**src/rtl/branch_ctrl_r0_pkg.sv**
```systemverilog
// Shared pipeline constants for the ID-stage branch controller: FSM encoding
// and the stall-cycle counts a branch may need before its operands are ready.
package branch_ctrl_r0_pkg;

  typedef enum logic {
    IDLE     = 1'b0,
    HAZ_WAIT = 1'b1
  } br_state_t;

  localparam logic [1:0] STALL_NONE = 2'd0;
  localparam logic [1:0] STALL_ONE  = 2'd1;
  localparam logic [1:0] STALL_TWO  = 2'd2;

  function automatic logic [1:0] max_stall(input logic [1:0] a, input logic [1:0] b);
    return (a > b) ? a : b;
  endfunction

endpackage

```
**src/rtl/branch_ctrl_r0_hazard.sv**
```systemverilog
// Combinational producer matching for an ID-stage branch: how many cycles the
// comparator must wait, and which operands can take the MEM ALU result now.
module branch_hazard_detect_r0
  import branch_ctrl_r0_pkg::*;
#(
  parameter int REG_ADDR_W = 5
) (
  input  logic [REG_ADDR_W-1:0] id_rs,
  input  logic [REG_ADDR_W-1:0] id_rt,
  input  logic                  ex_reg_write,
  input  logic                  ex_mem_read,
  input  logic [REG_ADDR_W-1:0] ex_rd,
  input  logic                  mem_reg_write,
  input  logic                  mem_mem_read,
  input  logic [REG_ADDR_W-1:0] mem_rd,
  output logic [1:0]            stall_n,
  output logic                  fwd_a,
  output logic                  fwd_b
);

  logic ex_hit;
  logic mem_hit_a;
  logic mem_hit_b;
  logic [1:0] n_ex;
  logic [1:0] n_mem;

  // r0 is hardwired zero, so a producer writing it never creates a dependence
  assign ex_hit    = (ex_rd != '0) && ((ex_rd == id_rs) || (ex_rd == id_rt));
  assign mem_hit_a = (mem_rd != '0) && (mem_rd == id_rs);
  assign mem_hit_b = (mem_rd != '0) && (mem_rd == id_rt);

  always_comb begin
    n_ex  = STALL_NONE;
    n_mem = STALL_NONE;
    if (ex_hit && ex_mem_read)       n_ex = STALL_TWO;
    else if (ex_hit && ex_reg_write) n_ex = STALL_ONE;
    if ((mem_hit_a || mem_hit_b) && mem_mem_read) n_mem = STALL_ONE;
    stall_n = max_stall(n_ex, n_mem);
  end

  assign fwd_a = mem_reg_write && !mem_mem_read && mem_hit_a;
  assign fwd_b = mem_reg_write && !mem_mem_read && mem_hit_b;

endmodule

```
**src/rtl/branch_ctrl_r0.sv**
```systemverilog
// ID-stage branch resolution: stalls until the comparator operands are
// available, then redirects the PC and flushes IF/ID on a taken branch.
module branch_ctrl_r0
  import branch_ctrl_r0_pkg::*;
#(
  parameter int BIT_WIDTH  = 32,
  parameter int REG_ADDR_W = 5
) (
  input  logic                  clk,
  input  logic                  rst,
  input  logic                  id_valid,
  input  logic                  id_beq,
  input  logic                  id_bne,
  input  logic [REG_ADDR_W-1:0] id_rs,
  input  logic [REG_ADDR_W-1:0] id_rt,
  input  logic [BIT_WIDTH-1:0]  id_pc_plus4,
  input  logic [15:0]           id_imm,
  input  logic                  equal,
  input  logic                  ex_reg_write,
  input  logic                  ex_mem_read,
  input  logic [REG_ADDR_W-1:0] ex_rd,
  input  logic                  mem_reg_write,
  input  logic                  mem_mem_read,
  input  logic [REG_ADDR_W-1:0] mem_rd,
  output logic                  stall,
  output logic                  fwd_a,
  output logic                  fwd_b,
  output logic                  pc_sel,
  output logic [BIT_WIDTH-1:0]  branch_target,
  output logic                  if_flush
);

  localparam int EXT_W = BIT_WIDTH - 18;

  br_state_t  state;
  logic [1:0] cnt;
  logic [1:0] stall_n;
  logic       branch;
  logic       taken;
  logic       resolve;

  branch_hazard_detect_r0 #(.REG_ADDR_W(REG_ADDR_W)) u_hazard (
    .id_rs         (id_rs),
    .id_rt         (id_rt),
    .ex_reg_write  (ex_reg_write),
    .ex_mem_read   (ex_mem_read),
    .ex_rd         (ex_rd),
    .mem_reg_write (mem_reg_write),
    .mem_mem_read  (mem_mem_read),
    .mem_rd        (mem_rd),
    .stall_n       (stall_n),
    .fwd_a         (fwd_a),
    .fwd_b         (fwd_b)
  );

  assign branch = id_valid && (id_beq || id_bne);
  // BEQ wins when both decode bits are set
  assign taken  = id_beq ? equal : !equal;

  assign branch_target = id_pc_plus4 + {{EXT_W{id_imm[15]}}, id_imm, 2'b00};

  // Reset suppresses stall and resolution so a pending branch is aborted cleanly
  always_comb begin
    stall   = 1'b0;
    resolve = 1'b0;
    if (!rst && branch) begin
      case (state)
        IDLE:     if (stall_n != STALL_NONE) stall = 1'b1; else resolve = 1'b1;
        HAZ_WAIT: if (cnt != 2'd0) stall = 1'b1; else resolve = 1'b1;
        default:  stall = 1'b0;
      endcase
    end
  end

  assign pc_sel   = resolve && taken;
  assign if_flush = resolve && taken;

  always_ff @(posedge clk) begin
    if (rst) begin
      state <= IDLE;
      cnt   <= 2'd0;
    end else begin
      case (state)
        IDLE: begin
          if (branch && (stall_n != STALL_NONE)) begin
            state <= HAZ_WAIT;
            cnt   <= stall_n - 2'd1;
          end
        end
        HAZ_WAIT: begin
          if (!branch) begin
            state <= IDLE;
            cnt   <= 2'd0;
          end else if (cnt != 2'd0) begin
            cnt <= cnt - 2'd1;
          end else begin
            state <= IDLE;
          end
        end
        default: begin
          state <= IDLE;
          cnt   <= 2'd0;
        end
      endcase
    end
  end

endmodule

```
**config.mk**
```make
export PLATFORM = sky130hd
export DESIGN_NAME = branch_ctrl_r0
export DESIGN_NICKNAME = d
export VERILOG_FILES = /design/src/rtl/branch_ctrl_r0_pkg.sv /design/src/rtl/branch_ctrl_r0_hazard.sv /design/src/rtl/branch_ctrl_r0.sv
export SDC_FILE = /design/constraint.sdc
export NUM_CORES = 1
export LEC_CHECK = 0
export CORE_MARGIN = 4
export CORE_UTILIZATION = 25
export CTS_BUF_LIST = sky130_fd_sc_hd__clkbuf_16
export CTS_CLUSTER_SIZE = 8
export DETAILED_ROUTE_END_ITERATION = 8
export PLACE_DENSITY = 0.57
export SYNTH_ARGS = -nofsm -noshare
export SYNTH_HDL_FRONTEND = slang
export SYNTH_SLANG_ARGS = --single-unit
```
**constraint.sdc**
```tcl
create_clock -name clk -period 3.1 [get_ports clk]
set_input_delay 0.62 -clock clk [delete_from_list [all_inputs] [get_ports clk]]
set_output_delay 0.62 -clock clk [all_outputs]
set_load 0.005 [all_outputs]
```
==> metrics.md <==
| Metric | Value |
|---|---|
| Reg-to-reg critical path startpoint | `cnt[0]` |
| Crit path max-delay family | `simple AND/OR/NAND/NOR gates` |
| Row cnt | `34` |
| Slowest CP cell | `ha_1` |
| Initial antenna violation count | `0` |
| IO Pins | `approximately 120` |
| Root Buffer | `clkbuf_16` |
| Post-route cell area | `between 5000 and 6000 um^2` |
| Slew headroom | `0.6233` |
| First-pass GRT wire length | `around 18000 um` |
| TritonCTS Buffers | `3` |
| Vias in the first global route | `3831` |
| Non-Filler Instances | `between 700 and 800` |
| Final min period | `3.453 ns` |
| Setup CP Type | `primary input to output pin` |
| Worst Setup SP | `mem_rd[3]` |
| TritonCTS clock tree | `done` |
| Worst-Margin Slew | `about 0.56 ns` |
| Placed inst area | `roughly 4300 um^2` |
| 1st-iter DRT viols | `124` |
| Global placement routability congestion | `roughly 0.87` |
| Final hold vios | `0` |
| Post-DP HPWL | `between 7000 and 8000 um` |
| Min-delay src | `cnt[1]` |
| Fin util | `0.6385` |
| CP arrival | `2.83 ns` |
| Worst path required time | `approximately 2.5 ns` |
| Total design power | `1.344 mW` |
| Hold_ws | `approximately 0.52 ns` |
| Async set or reset register ratio after synthesis | `0` |
| Final ANT Viol Nets | `0` |
| Commonest non-fill, non-tap cell in the layout | `buf_4` |
| PnR worst setup slack | `-0.3530 ns` |
| Pwr dens | `239.1 nW/um^2` |
| Clock Latency Late Sink | `0.22 ns` |
| Clk buf depth | `2` |
| Largest net degree at the start of global routing | `10` |
| Critical R2R Capture | `cnt[0]` |
| Vias/cell | `4.999` |
| Wirelength per Cell | `about 16 um` |
| Starting Density | `0.2603` |
| H-tree levels | `1` |
| Min-delay worst type | `flop to flop` |
| Max Clk Rate | `around 0.29 GHz` |
| Crit path cell chain | `buf_8 > xor2_2 > nor3_2 > nand3_1 > a21oi_2 > ha_1 > or2_4 > nor2_4 > a31oi_4 > ha_4 > mux2i_4 > nor3b_2 > buf_2` |
| Most frequent cells in the layout | `140 x buf_4, 52 x buf_2, 41 x buf_6, 30 x nand2_1, 27 x ha_4` |
| RSZ-0062 raised after global routing | `yes` |
| Clock skew | `between 0.001 and 0.0015 ns` |
| Post-Place Setup Slack | `-1.213 ns` |
| Crit path buf inv count | `2` |
| Worst-path clk slew | `approximately 0.030 ns` |
| Placed cells | `approximately 650` |
| Via count | `roughly 3600` |
| Worst Hold End | `cnt[1]` |
| # port buffers | `110` |
| Maximum vdd drop | `~0.14 mV` |
| Area Growth Syn to Fin | `145.3%` |
| Hold depth | `2` |
| # DRC | `0` |
| EDFF count, synth | `0` |
| Mean Syn Cell Area | `about 6.8 um^2` |
| Die X | `a little over 100 um` |
| Sequential cell area fraction in the yosys report | `0.02620` |
| Status | `finished with violations` |
| Die area | `around 11000 um^2` |
| Fin crit share | `1.114` |
| Worst Reg-to-Reg Cells | `7` |
| Core ar. | `about 8800 um^2` |
| Fin Setup TNS | `-1.511 ns` |
| Max Fanout on Critical Path | `3` |
| Endpoint class of the critical path | `output pin` |
| Cell Area, Synth | `2292 um^2` |
| Crit-path max cell delay | `around 0.26 ns` |
| Gr usage total | `0.1973` |
| Total wire length | `~11000 um` |
| TritonRoute pass-1 iters | `4` |
| Startpoint Class | `primary input` |
| Ratio of cells with drive above 1 in the final layout | `0.5981` |
| Final setup fails | `9` |
| Yosys warns | `0` |
| Worst reg-to-reg setup slack | `around 1.6 ns` |
| Failing checks | `setup timing` |
| Die height | `around 100 um` |
| Max-Cap Viols | `0` |
| Ant. Diodes | `0` |
| Post-synth top flop | `dfxtp_1` |
| Post-Syn Instances | `338` |
| Final Max Tran Viols | `0` |
| Hold buffers post-CTS | `0` |
| # nets final | `around 730` |
| Synth Register Bits | `3` |
| Post-synth cell types | `between 50 and 60` |
| Leakage | `approximately 2.5 nW` |
| Total grt overflow | `0` |
| Fillers | `between 700 and 800` |
| CTS sink count | `3` |
| Syn Nets | `roughly 450` |
state kept, by name (all words and copies together), names as in the netlist:
name   flops
state      1
cnt        2
worst register-to-register path: cells and delay by family, from the launching register on:
kind / cells / cell delay [ns]
DFF: 1 / 0.34
and+or+nand+nor: 3 / 0.34
adders and majority gates: 1 / 0.25
AOI/OAI and AO/OA: 1 / 0.24
buffers and inverters: 2 / 0.18
worst max path at each step:
stage,slack [ns],endpoint,depth (start not counted)
final,-0.35,stall,13
after global routing,-0.47,stall,13
after CTS,-0.32,stall,13
after detailed placement,-1.21,pc_sel,12
after global placement,-1.21,branch_target[28],10
after floorplan,-0.15,pc_sel,11
metal layers:
layer  part of all wire  routed length (um)  GRT usage
met5                  0                   0          0
met4              0.035                 392    0.06648
met3              0.040                 449    0.02052
met2               0.51                5804     0.3631
met1               0.41                4691     0.2382
kinds of logic (layout without fill, tap and decap cells):
group	Yosys count	in the layout	synth area share
AO/OA/AOI/OAI	101	101	0.2789
XOR/XNOR	45	45	0.1719
adder cells (fa/ha/maj)	33	33	0.1834
buffers and inverters	21	300	0.04148
flip-flops	3	3	0.02620
multiplexers	5	5	0.02183
AND/OR/NAND/NOR	130	130	0.2762
repair_timing:
action,in CTS,in global routing
pin swaps,111,66
setup endpoints to repair,33,28
buffers inserted,54,19
cloned,1,0
resized for setup,446,76
endpoints found under the hold margin,0,0
power by group:
| group | switching (mW) | internal, mW |
|---|---|---|
| combinational | 0.488 | 0.615 |
| sequential | 0.00125 | 0.0402 |
| clock | 0.0340 | 0.166 |
| total | 0.523 | 0.821 |
final cells by class:
cell class / count / area (um^2) / area share
Clock buffer: 3 / 75.07 / 0.01335
Multi-Input combinational cell: 314 / 3040 / 0.5407
Timing Repair Buffer: 284 / 2263 / 0.4025
Clock inverter: 1 / 3.754 / 0.0006676
Inverter: 12 / 45.04 / 0.008011
Sequential cell: 3 / 60.06 / 0.01068
Tap cell: 108 / 135.1 / 0.02403
cell usage after synthesis, types with 2 or more instances:
cell / n / share of area
o21ai_0: 20 / 0.044
nand4b_1: 2 / 0.0076
inv_1: 12 / 0.020
o21a_1: 3 / 0.0098
nor3_1: 15 / 0.033
mux2i_1: 5 / 0.022
nand4_1: 8 / 0.022
a211oi_1: 3 / 0.0098
buf_2: 3 / 0.0065
xnor2_1: 26 / 0.099
a31oi_1: 6 / 0.016
clkbuf_1: 2 / 0.0033
o211ai_1: 4 / 0.013
nor2b_1: 5 / 0.014
dfxtp_1: 3 / 0.026
nand2_1: 40 / 0.066
a21o_1: 12 / 0.039
nor4_1: 4 / 0.011
a21boi_0: 2 / 0.0065
or4b_1: 2 / 0.0087
buf_4: 3 / 0.0098
ha_1: 32 / 0.17
nor2_1: 30 / 0.049
a21oi_1: 38 / 0.083
nand2b_1: 3 / 0.0082
nand3_1: 9 / 0.020
nor3b_1: 3 / 0.0098
xor2_1: 19 / 0.073
Note: power is estimated with default switching activity, not from simulation.
